<file path="src/rtl/display_scan_ctrl.sv">
// rtl/display_scan_ctrl.sv - multiplexed seven-segment scan controller
// Steps one digit per t_1k edge, latches the value per frame, optional leading-zero blanking.
module display_scan_ctrl #(
  parameter int N_DIGITS = 4
) (
  input  logic                  clk,
  input  logic                  rst,
  input  logic                  t_1k,
  input  logic [4*N_DIGITS-1:0] value,
  input  logic                  blank_lz,
  output logic [N_DIGITS-1:0]   an,
  output logic [6:0]            seg
);

  localparam int IW = (N_DIGITS > 1) ? $clog2(N_DIGITS) : 1;
  localparam int VW = 4 * N_DIGITS;
  localparam logic [IW-1:0] LAST = IW'(N_DIGITS - 1);

  logic                t_q;
  logic [IW-1:0]       idx;
  logic [IW-1:0]       nidx;
  logic [VW-1:0]       val_q;
  logic [VW-1:0]       frame;
  logic [VW-1:0]       shifted;
  logic [3:0]          nib;
  logic                step;
  logic                blank;
  logic [N_DIGITS-1:0] an_next;

  function automatic logic [6:0] hex_decode(input logic [3:0] d);
    case (d)
      4'h0: hex_decode = 7'h40;
      4'h1: hex_decode = 7'h79;
      4'h2: hex_decode = 7'h24;
      4'h3: hex_decode = 7'h30;
      4'h4: hex_decode = 7'h19;
      4'h5: hex_decode = 7'h12;
      4'h6: hex_decode = 7'h02;
      4'h7: hex_decode = 7'h78;
      4'h8: hex_decode = 7'h00;
      4'h9: hex_decode = 7'h10;
      4'hA: hex_decode = 7'h08;
      4'hB: hex_decode = 7'h03;
      4'hC: hex_decode = 7'h46;
      4'hD: hex_decode = 7'h21;
      4'hE: hex_decode = 7'h06;
      default: hex_decode = 7'h0E;
    endcase
  endfunction

  // On the wrap to digit 0 the fresh value is decoded directly so the new frame starts coherent.
  always_comb begin
    step    = t_1k ^ t_q;
    nidx    = (idx == LAST) ? '0 : idx + IW'(1);
    frame   = (nidx == '0) ? value : val_q;
    shifted = frame >> {nidx, 2'b00};
    nib     = shifted[3:0];
    blank   = blank_lz && (nidx != '0) && (shifted == '0);
    for (int k = 0; k < N_DIGITS; k++) begin
      an_next[k] = (IW'(k) != nidx);
    end
  end

  always_ff @(posedge clk) begin
    t_q <= t_1k;
    if (rst) begin
      idx   <= LAST;
      val_q <= '0;
      an    <= '1;
      seg   <= 7'h7F;
    end else if (step) begin
      idx <= nidx;
      if (nidx == '0) begin
        val_q <= value;
      end
      if (blank) begin
        an  <= '1;
        seg <= 7'h7F;
      end else begin
        an  <= an_next;
        seg <= hex_decode(nib);
      end
    end
  end

endmodule

</file>
<file path="config.mk">
export PLATFORM = sky130hd
export DESIGN_NAME = display_scan_ctrl
export DESIGN_NICKNAME = d
export VERILOG_FILES = /design/src/rtl/display_scan_ctrl.sv
export SDC_FILE = /design/constraint.sdc
export NUM_CORES = 1
export LEC_CHECK = 0
export BUFFER_PORTS_ARGS = -buffer_cell sky130_fd_sc_hd__buf_4
export CAP_MARGIN = 10
export CORE_UTILIZATION = 49
export DETAILED_ROUTE_END_ITERATION = 8
export PLACE_DENSITY = 0.8
export SYNTH_ARGS = -nofsm -noshare
export SYNTH_HDL_FRONTEND = slang
export SYNTH_SLANG_ARGS = --single-unit
</file>
<file path="constraint.sdc">
create_clock -name clk -period 2.7 [get_ports clk]
set_input_delay 0.135 -clock clk [delete_from_list [all_inputs] [get_ports clk]]
set_output_delay 0.135 -clock clk [all_outputs]
set_load 0.02 [all_outputs]
</file>
==> impl_results.md, run 1 <==
- Status: complete, no violations
- Crit end category: flop
- Dpl cells: 256
- Die ar.: 3673 µm²
- Largest net degree at the start of global routing: 23
- Vias per cell: 5.343
- Cells after Synth: 187
- CTS tree: yes
- Final Hold Slack: 0.03483 ns
- Syn avg cell area: 8.999 µm²
- Worst Hold Class: input pin to flop
- Core box area: 3153 µm²
- Setup_tns: 0 ns
- CTS Buf Count: 5
- RSZ-0062 raised after global routing: no
- Ys async rst share: 0%
- Number of buffers added on ports: 30
- Worst Setup Path Type: flop to flop
- Static Leak: 0.8604 nW
- EDFF count, synth: 0
- Period utilization: about 92%
- Clock Sinks: 30
- CP arrival: 2.75 ns
- Vias in the first global route: 1320
- Post-CTS Setup Inserts: 0
- Max-cap viol count: 0
- Synth Register Bits: 30
- Total vias in the final route: about 1400
- Die width: 60.61 µm
- F_max: 403.7 MHz
- PD cells: 709.9 nW/µm²
- Share of cells above drive strength 1: 27.15%
- Top FF cell, synth: dfxtp_1
- # H-tree levels: 2
- WL per Instance: 13.58 µm
- Worst-path fanout max: 10
- Post-Syn Area: 1683 µm²
- Startpoint Class: flop
- Clk buf depth: 2
- # DRC: 0
- Final ANT Viol Nets: 0
- Worst-path clk slew: approximately 0.10 ns
- Area delta synth->final: 19.41%
- Nets: 251
- Synth cell types: 40
- Layout Utilization: around 64%
- Sequential area share after synthesis: between 30% and 40%
- Sequential cell area: about 600 µm²
- Initial core utilization: 53.37%
- Clk_skew: 0.008752 ns
- PnR worst setup slack: 0.2231 ns
- Detailed Route WL: 3599 µm
- GP Congestion: 0.8202
- Number of diodes: 0
- Clock Latency Late Sink: 0.34 ns
- Post-Syn Nets: ~220
- # fillers: 308
- Top cell type's share of synthesized area: a little over a third
- Synth top area cells: dfxtp_1, ha_1, nand2_1
- DP Wirelength: ~2700 µm
- First-pass GRT wire length: 6009 µm
- Warnings, synthesis: 0
- Worst IR Drop VDD: 392.2 µV
- Initial antenna violation count: 0
- CP required: 2.97 ns
- Initial DRC count: 66
- Filler-free cell count of the finished design: 265
- Rel. slew slack: between 30 and 40%
- Top cell type by total area after synthesis: dfxtp_1
- Pre-CTS worst setup slack: between 0.06 and 0.07 ns
- Pre-Repair DR Iteration Count: 4
- Worst slew pin tran: 0.9864 ns
- Area of the multi-input gates: a little under 1000 µm²
- Max-slew violations: 0
- Final setup viols: 0
- GRT Resource Usage Total: 22.84%
- CTS root buf: clkbuf_4
- Post-layout minimum cycle time: 2.477 ns
- Row count: 20
- I/O pins: 31
- Grt ovf: 0
- Hold Fails Final Rpt: 0
- Die Ht: roughly 61 µm
[logic make-up after synthesis]
group           share of synthesized area (%)
buf+inv                                 5.650
flops                                   35.69
fa+ha+maj                               8.178
xor+xnor                               0.5205
compound gates                          18.59
simple gates                            16.21
mux                                     15.17
[sequential cells by signal, summed over array words and instances, names as in the netlist]
register and cells:
seg 7, t_q 1, val_q 16, idx 2, an 4
[worst max-delay path: stages (launching register included)]
cell,delay [ns]
dfxtp_4,0.40
buf_4,0.15
mux2_2,0.33
mux4_2,0.55
inv_2,0.12
ha_1,0.19
nand2_1,0.07
nor2_1,0.08
a311o_2,0.19
o41ai_4,0.14
a21oi_1,0.19
[metal layers]
metal	global-route usage, %	vias to the layer above	wire (µm)
li1	-	718	-
met4	15.26	0	138
met3	5.330	14	154
met5	0	-	0
met1	28.48	640	1633
met2	35.16	44	1672
[worst paths after layout]
check	from	end	slack, ns	cells after the start
worst max-delay path	idx[0]	seg[1]	0.22	10
worst min-delay path	value[15]	val_q[15]	0.03	3
worst max register to register	idx[0]	seg[1]	0.22	10
worst min register to register	val_q[1]	val_q[1]	0.47	2
[synth_stat cells (2+ instances only)]
cell and n:
o41ai_1 3, mux2_1 5, dfxtp_1 30, a211o_1 2, a211oi_2 2, nor2_1 14, clkbuf_1 4, buf_6 3
nor2b_1 2, mux4_2 2, a21oi_1 26, ha_1 11, inv_1 5, nand2_1 36, a22oi_1 2, a31oi_1 2
inv_2 2, mux2_4 2, mux2i_1 9, mux2_2 3, nand2b_1 3
[layout make-up]
cell class / count / area share (%)
flip-flops and latches: 30 / 30.07
inverters: 7 / 1.308
multi-input cells: 140 / 49.13
well taps: 44 / 2.740
repair buffers: 36 / 13.57
clock inverters: 2 / 0.6227
clock buffers: 6 / 2.553
[cell usage in the layout, fill, tap and decap left out, types with 4 or more instances in the layout]
| master | n |
|---|---|
| a21oi_1 | 26 |
| nor2_1 | 14 |
| ha_1 | 11 |
| mux2i_1 | 9 |
| buf_4 | 35 |
| clkbuf_4 | 5 |
| dfxtp_1 | 29 |
| nand2_1 | 36 |
| inv_1 | 4 |
| mux2_1 | 5 |
[power by group]
part / internal (mW) / switching (mW) / total, mW
logic: 0.264 / 0.321 / 0.584
clock network: 0.125 / 0.164 / 0.289
registers: 0.510 / 0.0428 / 0.553
total: 0.899 / 0.528 / 1.43
[stage by stage]
step | total power [mW] | cell area [µm²]
floorplan | 0.9827 | 1683
global placement | 1.125 | 1932
detailed placement | 1.146 | 1932
CTS | 1.434 | 2006
global route | 1.528 | 2009
finish | 1.426 | 2009
[what timing repair did]
action	CTS	global route
hold buffers	1	0
endpoints found under the hold margin	1	0
gates resized for setup	0	3
endpoints found under the setup margin	0	10
(Power assumes the default switching activity.)
==> run 2, diff against run 1 <==
MAX_ROUTING_LAYER = met4   (was unset)
clock period = 2.2 ns   (was 2.7 ns; I/O delays follow)
==> run 2 against run 1 <==
Effect of this change: critical path type unchanged; sequential share of layout area down 3.9 points; clock skew is 0.0057 ns lower; die area stayed put; via count is 9.7% higher; highest routed layer unchanged; the run now ends with negative setup slack left; final area rose by 15%; largest power group unchanged.
==> impl_results.md, run 2 (same netlist as run 1, synthesis figures left out) <==
- Total vias in the final route: 1554 (was 1416)
- Slowest cell on crit path: mux4_2 (unchanged)
- Worst slew pin tran: 0.5877 ns (was 0.9864 ns)
- Worst R2R Start: idx[0] (unchanged)
- Initial core utilization: 53.37% (unchanged)
- Cell mode on critical path: ha_4
- Failing checks: negative setup slack
- Number of diodes: 0 (unchanged)
- Filler-free cell count of the finished design: 294 (was 265)
- I/O pins: 31 (unchanged)
- Worst-path clk slew: 0.10 ns (about the same)
- Period utilization: 103.2% (was 91.74%)
- PD cells: 852.3 nW/µm² (was 709.9 nW/µm²)
- Final ANT Viol Nets: 0 (unchanged)
- Most flops, register: val_q (unchanged)
- CP required: 2.47 ns (was 2.97 ns)
- Hold depth: 3 (unchanged)
- Die width: 60.61 µm (unchanged)
- Worst Setup Path Type: flop to flop (unchanged)
- Crit end category: flop (unchanged)
- CP delay by family, top: multiplexers (unchanged)
- Share of cells above drive strength 1: 39.60% (was 27.15%)
- Total power: 1.970 mW (was 1.426 mW)
- Grt ovf: 0 (unchanged)
- Nets: 280 (was 251)
- Max-cap viol count: 0 (unchanged)
- HP Start: value[5] (was value[15])
- Area delta synth->final: 37.32% (was 19.41%)
- Initial antenna violation count: 0 (unchanged)
- Area after DPL: 2117 µm² (was 1932 µm²)
- Detailed Route WL: 4115 µm (was 3599 µm)
- Max-slew violations: 0 (unchanged)
- RSZ-0062 raised after global routing: yes (was no)
- Max reg flops: 16 (unchanged)
- Pre-Repair DR Iteration Count: 4 (unchanged)
- Most common cell after layout, fill and taps aside: buf_4 (was nand2_1)
- End of the worst register-to-register path: an[3] (was seg[1])
- Final instance area: 2311 µm² (was 2009 µm²)
- Startpoint Class: flop (unchanged)
- Commonest cells after routing, fill and taps aside: buf_4, nand2_1, dfxtp_1, a21oi_1, nor2_1 (was nand2_1, buf_4, dfxtp_1, a21oi_1, nor2_1)
- R2R depth: 10 (unchanged)
- Largest regs: val_q: 16 flops, seg: 7 flops, an: 4 flops (unchanged)
- Worst IR Drop VDD: 585.5 µV (was 392.2 µV)
- Initial DRC count: 70 (was 66)
- Clock Latency Late Sink: 0.34 ns (about the same)
- Row count: 20 (unchanged)
- Die ar.: 3673 µm² (unchanged)
- Clock Sinks: 30 (unchanged)
- DP Wirelength: 2878 µm (was 2715 µm)
- Largest net degree at the start of global routing: 24 (was 23)
- Status: finished with violations (was complete, no violations)
- Dpl cells: 276 (was 256)
- GRT Resource Usage Total: 26.06% (was 22.84%)
- Worst-path fanout max: 6 (was 10)
- CP arrival: 2.54 ns (was 2.75 ns)
- Die Ht: 60.61 µm (unchanged)
- CTS Buf Count: 5 (unchanged)
- # H-tree levels: 2 (unchanged)
- Hold Fails Final Rpt: 0 (unchanged)
- Static Leak: 1.010 nW (was 0.8604 nW)
- Vias in the first global route: 1409 (was 1320)
- # DRC: 0 (unchanged)
- PnR worst setup slack: -0.07138 ns (was 0.2231 ns)
- CTS root buf: clkbuf_4 (unchanged)
- F_max: 440.3 MHz (was 403.7 MHz)
- Worst Hold Class: input pin to flop (unchanged)
- Vias per cell: 5.286 (was 5.343)
- Clk_skew: 0.003064 ns (was 0.008752 ns)
- Max incr delay on CP: 0.57 ns (was 0.55 ns)
- Reg-to-reg slack, setup: -0.07 ns (was 0.22 ns)
- Core box area: 3153 µm² (unchanged)
- Number of buffers added on ports: 30 (unchanged)
- Post-layout minimum cycle time: 2.271 ns (was 2.477 ns)
- Crit-path cells: inv_4 -> ha_4 -> mux4_2 -> inv_2 -> ha_4 -> nand2_2 -> nor2_2 -> a311o_2 -> o41ai_4 -> a21oi_1 (was buf_4 -> mux2_2 -> mux4_2 -> inv_2 -> ha_1 -> nand2_1 -> nor2_1 -> a311o_2 -> o41ai_4 -> a21oi_1)
- Final setup viols: 10 (was 0)
- Worst Hold End: val_q[5] (was val_q[15])
- First-pass GRT wire length: 6617 µm (was 6009 µm)
- Worst Path Buf+Inv: 2 (unchanged)
- Rel. slew slack: 60.54% (was 34.00%)
- WL per Instance: 14.00 µm (was 13.58 µm)
- GP Congestion: 0.8590 (was 0.8202)
- CTS tree: yes (unchanged)
- Clk buf depth: 2 (unchanged)
run 2: cell count changes in the layout (fill, tap and decap cells not counted), sizes merged:
cell,previous run,this run
clkbuf,6,7
clkinvlp,1,0
dlygate4sd3,1,3
buf,35,61
o41ai,4,5
run 2: repair_timing:
item,4_1_cts,5_1_grt
hold buffers,1,2
setup buffers,6,0
endpoints found under the hold margin,1,2
pin swaps,7,1
gates cloned,1,0
endpoints found under the setup margin,10,10
gates resized for setup,6,7
run 2: worst max path at each step:
| stage | depth (start not counted) | slack [ns] | endpoint | start |
|---|---|---|---|---|
| finish | 10 | -0.07 | an[3] | idx[0] |
| global route | 10 | -0.17 | an[3] | idx[0] |
| CTS | 10 | -0.04 | seg[3] | idx[0] |
| detailed placement | 10 | -0.12 | seg[5] | idx[1] |
| global placement | 10 | -0.07 | seg[5] | idx[1] |
| floorplan | 12 | -0.23 | seg[5] | idx[0] |
run 2: metal layers:
metal,routed length (µm),global-route usage [%]
met3,172,6.610
met1,1883,32.45
met4,55,8.442
met5,0,-
met2,2003,41.29
run 2: report_power, final:
| group | leakage [nW] | total [mW] | internal, mW | switching (mW) |
|---|---|---|---|---|
| sequential | 0.248 | 0.679 | 0.626 | 0.0524 |
| combinational | 0.727 | 0.936 | 0.467 | 0.469 |
| clock | 0.0353 | 0.355 | 0.155 | 0.200 |
run 2: cell type report:
type | count | area [µm²]
Clock buffer | 7 | 55.05
Clock inverter | 1 | 5.005
Fill cell | 243 | 842.1
Inverter | 7 | 28.78
Multi-Input combinational cell | 141 | 1064
Sequential cell | 30 | 605.6
Tap cell | 44 | 55.05
Timing Repair Buffer | 64 | 498.0
run 2: worst min-delay path: stages:
cell and delay (ns):
buf_4 0.11, nand2_1 0.04, a21oi_1 0.05
run 2: metrics by stage:
step / TNS (ns) / hold WS (ns) / utilization [%] / setup slack, ns
after floorplan: -2.086 / 0.1377 / - / -0.2336
after global placement: -0.4621 / 0.2302 / 67.14 / -0.06765
after detailed placement: -0.9118 / 0.2316 / 67.14 / -0.1164
after CTS: -0.2866 / 0.001129 / 71.67 / -0.03966
after global routing: -1.483 / 0.008167 / 73.29 / -0.1697
final: -0.5356 / 0.01220 / 73.29 / -0.07138
